[src/rtl/power_pulsing_pkg.sv]
// Shared definitions for the power pulsing sequencer: state encoding, rail
// bit positions and the per-state rail decode.
package power_pulsing_pkg;

    localparam int COUNTER_WIDTH_DEFAULT = 16;

    localparam int NUM_RAILS   = 4;
    localparam int RAIL_DIGITAL = 0;
    localparam int RAIL_ANALOG  = 1;
    localparam int RAIL_DAC     = 2;
    localparam int RAIL_ADC     = 3;

    typedef enum logic [2:0] {
        ST_IDLE    = 3'd0,
        ST_DIG_ON  = 3'd1,
        ST_ANA_ON  = 3'd2,
        ST_ADC_ON  = 3'd3,
        ST_READY   = 3'd4,
        ST_ADC_OFF = 3'd5,
        ST_ANA_OFF = 3'd6,
        ST_DIG_OFF = 3'd7
    } seqState_t;

    // Power-down states mirror the power-up states one rail group lower.
    function automatic logic [NUM_RAILS-1:0] railsForState(input seqState_t state);
        logic [NUM_RAILS-1:0] rails;
        rails = '0;
        case (state)
            ST_DIG_ON,
            ST_ANA_OFF: rails = 4'b0001;
            ST_ANA_ON,
            ST_ADC_OFF: rails = 4'b0111;
            ST_ADC_ON,
            ST_READY:   rails = 4'b1111;
            default:    rails = 4'b0000;
        endcase
        return rails;
    endfunction

    function automatic logic isBusyState(input seqState_t state);
        return !((state == ST_IDLE) || (state == ST_READY));
    endfunction

endpackage

[src/rtl/dwell_counter.sv]
// Dwell timer for the sequencer: loads a delay on state entry, counts down
// to zero and holds there.
module dwell_counter #(
    parameter int WIDTH = 16
) (
    input  logic             clk,
    input  logic             reset_n,
    input  logic             clear,
    input  logic             load,
    input  logic [WIDTH-1:0] loadValue,
    output logic             isZero
);

    localparam logic [WIDTH-1:0] ONE = WIDTH'(1);

    logic [WIDTH-1:0] countReg;

    always_ff @(posedge clk) begin
        if (!reset_n) begin
            countReg <= '0;
        end else if (clear) begin
            countReg <= '0;
        end else if (load) begin
            countReg <= loadValue;
        end else if (countReg != '0) begin
            countReg <= countReg - ONE;
        end
    end

    assign isZero = (countReg == '0);

endmodule

[src/rtl/power_pulsing_sequencer.sv]
// Ordered power-up / power-down of the ASIC rails (digital, analog+DAC, ADC)
// with programmable dwell per step; all outputs are registered.
module power_pulsing_sequencer
    import power_pulsing_pkg::*;
#(
    parameter int COUNTER_WIDTH = COUNTER_WIDTH_DEFAULT
) (
    input  logic                     Clk,
    input  logic                     reset_n,
    input  logic                     PowerPulsingEnable,
    input  logic                     AcqStart,
    input  logic                     AcqStop,
    input  logic [COUNTER_WIDTH-1:0] DigitalDelay,
    input  logic [COUNTER_WIDTH-1:0] AnalogDelay,
    input  logic [COUNTER_WIDTH-1:0] AdcDelay,
    input  logic [COUNTER_WIDTH-1:0] ShutdownDelay,
    output logic                     PowerOnDigital,
    output logic                     PowerOnAnalog,
    output logic                     PowerOnDac,
    output logic                     PowerOnAdc,
    output logic                     PowerReady,
    output logic                     SequencerBusy
);

    seqState_t stateReg, stateNext;
    logic      pendingReg, pendingNext;
    logic      cntLoad;
    logic      cntZero;
    logic [COUNTER_WIDTH-1:0] cntLoadValue;
    logic [NUM_RAILS-1:0]     railsNext;
    logic [NUM_RAILS-1:0]     railsReg;
    logic      readyReg, busyReg;

    dwell_counter #(
        .WIDTH(COUNTER_WIDTH)
    ) uDwellCounter (
        .clk      (Clk),
        .reset_n  (reset_n),
        .clear    (!PowerPulsingEnable),
        .load     (cntLoad),
        .loadValue(cntLoadValue),
        .isZero   (cntZero)
    );

    always_comb begin
        stateNext    = stateReg;
        pendingNext  = pendingReg;
        cntLoad      = 1'b0;
        cntLoadValue = '0;

        // A start seen while powering down is remembered; a later stop cancels it.
        if ((stateReg == ST_ADC_OFF) || (stateReg == ST_ANA_OFF) || (stateReg == ST_DIG_OFF)) begin
            if (AcqStop) begin
                pendingNext = 1'b0;
            end else if (AcqStart) begin
                pendingNext = 1'b1;
            end
        end

        case (stateReg)
            ST_IDLE: begin
                if (AcqStop) begin
                    pendingNext = 1'b0;
                end else if (AcqStart || pendingReg) begin
                    stateNext    = ST_DIG_ON;
                    cntLoad      = 1'b1;
                    cntLoadValue = DigitalDelay;
                    pendingNext  = 1'b0;
                end
            end
            ST_DIG_ON: begin
                if (AcqStop) begin
                    stateNext = ST_DIG_OFF;
                    cntLoad   = 1'b1;
                end else if (cntZero) begin
                    stateNext    = ST_ANA_ON;
                    cntLoad      = 1'b1;
                    cntLoadValue = AnalogDelay;
                end
            end
            ST_ANA_ON: begin
                if (AcqStop) begin
                    stateNext    = ST_ANA_OFF;
                    cntLoad      = 1'b1;
                    cntLoadValue = ShutdownDelay;
                end else if (cntZero) begin
                    stateNext    = ST_ADC_ON;
                    cntLoad      = 1'b1;
                    cntLoadValue = AdcDelay;
                end
            end
            ST_ADC_ON: begin
                if (AcqStop) begin
                    stateNext    = ST_ADC_OFF;
                    cntLoad      = 1'b1;
                    cntLoadValue = ShutdownDelay;
                end else if (cntZero) begin
                    stateNext = ST_READY;
                end
            end
            ST_READY: begin
                if (AcqStop) begin
                    stateNext    = ST_ADC_OFF;
                    cntLoad      = 1'b1;
                    cntLoadValue = ShutdownDelay;
                end
            end
            ST_ADC_OFF: begin
                if (cntZero) begin
                    stateNext    = ST_ANA_OFF;
                    cntLoad      = 1'b1;
                    cntLoadValue = ShutdownDelay;
                end
            end
            ST_ANA_OFF: begin
                if (cntZero) begin
                    stateNext = ST_DIG_OFF;
                    cntLoad   = 1'b1;
                end
            end
            ST_DIG_OFF: begin
                stateNext = ST_IDLE;
            end
            default: begin
                stateNext = ST_IDLE;
            end
        endcase
    end

    // With pulsing disabled every rail is held on and the FSM parks in IDLE.
    always_ff @(posedge Clk) begin
        if (!reset_n) begin
            stateReg   <= ST_IDLE;
            pendingReg <= 1'b0;
            readyReg   <= 1'b0;
            busyReg    <= 1'b0;
        end else if (!PowerPulsingEnable) begin
            stateReg   <= ST_IDLE;
            pendingReg <= 1'b0;
            readyReg   <= 1'b1;
            busyReg    <= 1'b0;
        end else begin
            stateReg   <= stateNext;
            pendingReg <= pendingNext;
            readyReg   <= (stateNext == ST_READY);
            busyReg    <= isBusyState(stateNext);
        end
    end

    // Rails are decoded from the next state so they change on the entry edge.
    assign railsNext = PowerPulsingEnable ? railsForState(stateNext) : '1;

    for (genvar gi = 0; gi < NUM_RAILS; gi++) begin : gRail
        logic railReg;
        always_ff @(posedge Clk) begin
            if (!reset_n) begin
                railReg <= 1'b0;
            end else begin
                railReg <= railsNext[gi];
            end
        end
        assign railsReg[gi] = railReg;
    end

    assign PowerOnDigital = railsReg[RAIL_DIGITAL];
    assign PowerOnAnalog  = railsReg[RAIL_ANALOG];
    assign PowerOnDac     = railsReg[RAIL_DAC];
    assign PowerOnAdc     = railsReg[RAIL_ADC];
    assign PowerReady     = readyReg;
    assign SequencerBusy  = busyReg;

endmodule

[config.mk]
export PLATFORM = sky130hd
export DESIGN_NAME = power_pulsing_sequencer
export DESIGN_NICKNAME = d
export VERILOG_FILES = /design/src/rtl/power_pulsing_pkg.sv /design/src/rtl/dwell_counter.sv /design/src/rtl/power_pulsing_sequencer.sv
export SDC_FILE = /design/constraint.sdc
export NUM_CORES = 1
export LEC_CHECK = 0
export ABC_AREA = 1
export ABC_CLOCK_PERIOD_IN_PS = 4550
export BUFFER_PORTS_ARGS = -buffer_cell sky130_fd_sc_hd__buf_2
export CAP_MARGIN = 20
export CORE_ASPECT_RATIO = 1.5
export CORE_MARGIN = 2
export CORE_UTILIZATION = 34
export DETAILED_ROUTE_END_ITERATION = 8
export PLACE_DENSITY = 0.56
export SYNTH_ARGS = -nofsm -noshare
export SYNTH_HDL_FRONTEND = slang
export SYNTH_SLANG_ARGS = --single-unit
[constraint.sdc]
create_clock -name Clk -period 4.55 [get_ports Clk]
set_clock_uncertainty 0.1 [all_clocks]
set_input_delay 0.2275 -clock Clk [delete_from_list [all_inputs] [get_ports Clk]]
set_output_delay 0.2275 -clock Clk [all_outputs]
set_load 0.005 [all_outputs]
==> results.tsv <==
metric	value	unit
post-synthesis sequential area ratio	23.5	%
Residual DRC	0	
R2R depth	10	
Filler cells	665	
number of distinct library cells after synthesis	31	
setup TNS	0	ps
non-filler cells, final	492	
hpwl dp	4810	microns
first-pass detailed-route iteration total	4	
post-synth top area share	23.5	%
min-delay src	PowerPulsingEnable	
WP data required	4570	ps
PD cells	623	mW/mm^2
Die X	68.6	microns
crit end category	flop	
FP Rows	35	
critical path class	reg -> reg	
CTS Buf Count	3	
CTS sink cnt	25	
Placed Cells	488	
Final ANT Viol Nets	0	
combined area of the multi-input logic cells	0.00142	sq mm
hold-fix buffers at CTS	0	
Worst Setup Start Kind	flop	
die height	101	microns
first-pass GRT wire length	9740	microns
Yosys top cell by area	dfxtp_1	
Ys Warns	0	
Slew Limit Fails	0	
Core Region	0.00609	sq mm
critical path launch point	uDwellCounter.countReg[0]$_SDFFE_PN0P_	
Final setup viols	0	
Seq. cell area	500	sq um
top cells by area, synth	dfxtp_1 (24%), nand2_1 (23%), nand3_1 (6.6%)	
Detailed Route Iter0 Violations	69	
clk buf depth	2	
Yosys reg bits	25	
most common cell after layout, fill and taps aside	nand2_1	
critical path endpoint	uDwellCounter.countReg[12]$_SDFFE_PN0P_	
Arrival @ worst endpoint	2530	ps
Leakage	1.34	nW
Via density	4.72	
H-tree Lvls	1	
Port Buffer Count	74	
GP Congestion	0.852	
Vias	2320	
NumNets Final	490	
CTS resizes	0	
R2R Path Start	uDwellCounter.countReg[0]$_SDFFE_PN0P_	
max_slew headroom	45.6	%
cells along the critical path	inv_1, ha_1, nand2_1, nor2_2, nand2_2, inv_1, a21oi_2, nand2_4, o21ai_2, a21oi_1	
postcts setup bufs	0	
Max Cap Viol	0	
Post-Syn Area per Cell	6.04	sq um
Ant. Diodes	0	
register-to-register setup slack	2040	ps
Mapped Area	0.00213	sq mm
Area growth syn-to-layout	19.7	%
worst setup margin	2040	ps
RR Endpoint	uDwellCounter.countReg[12]$_SDFFE_PN0P_	
# IOs	75	
largest net degree at the start of global routing	20	
Die Footprint	0.00691	sq mm
CTS tree	built	
Mapped Nets	423	
status	completed	
Worst-Skew Late Latency	270	ps
pre-CTS setup slack	2050	ps
Final Critical Period	2510	ps
total detailed-routing wirelength	5790	microns
grt ovf	0	
worst-path fanout max	13	
DR WL/cell	11.8	microns
Crit path largest cell delay	640	ps
synthesized instance count	352	
commonest cells after routing, fill and taps aside	nand2_1 (128), buf_2 (74), nor2_1 (28), nand3_1 (28)	
HP Class	in -> reg	
Root Buffer	clkbuf_8	
fmax	0.399	GHz
Hold Vio Cnt, Final	0	
Worst-Margin Slew	815	ps
initial antenna violation count	0	
worst vdd ir	222	uV
vias in the first global route	2213	
RSZ-0062 raised after global routing	false	
Starting Density	34.9	%
slowest CP cell	o21ai_2	
gr usage total	18.0	%
layout cells sized above 1	27.3	%
CP dominant cell by count	inv_1	
final period utilization	55.1	%
Clk pin slew, worst setup/hold paths	90	ps
-- per-layer routing --
layer | part of all wire [%] | up-vias | GRT usage, %
met5 | 0 | - | 0
met4 | 2.2 | 0 | 5.69
met3 | 3.9 | 10 | 1.45
met2 | 50 | 62 | 31.7
met1 | 44 | 987 | 22.5
li1 | - | 1261 | -
-- registers in the layout (all words and copies together), names as in the netlist --
| register | flops |
|---|---|
| PowerOnDigital | 1 |
| PowerReady | 1 |
| SequencerBusy | 1 |
| stateReg | 3 |
| PowerOnAdc | 1 |
| PowerOnAnalog | 1 |
| uDwellCounter.countReg | 16 |
| pendingReg | 1 |
-- power breakdown --
part	internal (W)	switching, W
Clock	0.0000613	0.0000711
Sequential	0.000286	0.0000570
Combinational	0.000395	0.000714
Total	0.000743	0.000842
-- synth_stat cells --
cell and n:
buf_2 4, a21oi_2 11, o21ai_1 10, buf_4 3
ha_1 2, nand3_2 1, dfxtp_1 25, nor3b_1 1
inv_1 25, a21oi_1 21, a22oi_1 2, o21ai_2 1
xor2_1 8, nor2_1 28, nor2_2 7, nand4_2 1
nand3_1 28, nor3_1 3, nand2_1 128, buf_6 4
and3_4 1, inv_2 5, nor4_1 1, o21ai_0 10
nand4_1 4, nand2_2 3, nand2_4 2, xnor2_1 3
clkbuf_1 1, nor2_4 4, and3_1 5
-- critical path: cells and delay by family, from the launching register on --
| kind | cells | cell delay (ps) |
|---|---|---|
| adder cells (fa/ha/maj) | 1 | 240 |
| AND/OR/NAND/NOR | 4 | 440 |
| AO/OA/AOI/OAI | 3 | 950 |
| buffers and inverters | 2 | 300 |
| flip-flops | 1 | 330 |
-- worst min-delay path by stage --
stage | depth (start not counted) | endpoint | slack, ps
global route | 2 | PowerOnDigital$_SDFF_PN0_ | 80
detailed placement | 2 | PowerOnDigital$_SDFF_PN0_ | 360
finish | 2 | PowerOnDigital$_SDFF_PN0_ | 70
CTS | 2 | PowerOnDigital$_SDFF_PN0_ | 60
floorplan | 1 | PowerOnDigital$_SDFF_PN0_ | 220
global placement | 2 | PowerOnDigital$_SDFF_PN0_ | 350
-- through the flow --
step / utilization, % / hold WS [ps] / power [W] / cell area, sq um
3_5_place_dp: 41.0 / 358 / 0.00146 / 2500
6_report: 41.8 / 70.8 / 0.00158 / 2540
5_1_grt: 41.8 / 84.1 / 0.00176 / 2540
3_3_place_gp: 41.0 / 354 / 0.00146 / 2500
2_1_floorplan: - / 218 / 0.00126 / 2130
4_1_cts: 41.8 / 65.0 / 0.00160 / 2540
-- cell type report --
| class | count | area share, % |
|---|---|---|
| multi-input combinational | 285 | 55.9 |
| timing repair buffer | 74 | 14.6 |
| sequential | 25 | 19.7 |
| clock buffer | 3 | 1.62 |
| inverter | 30 | 4.43 |
| clock inverter | 1 | 0.197 |
| tap | 74 | 3.64 |
-- cells by family (layout without fill, tap and decap cells) --
group	after synthesis	in the layout	synth area share [%]
compound gates	55	55	15.3
xor+xnor	11	11	4.53
flops	25	25	23.5
fa+ha+maj	2	2	1.18
buf+inv	42	108	9.59
simple gates	217	217	45.8
(Power assumes the default switching activity.)
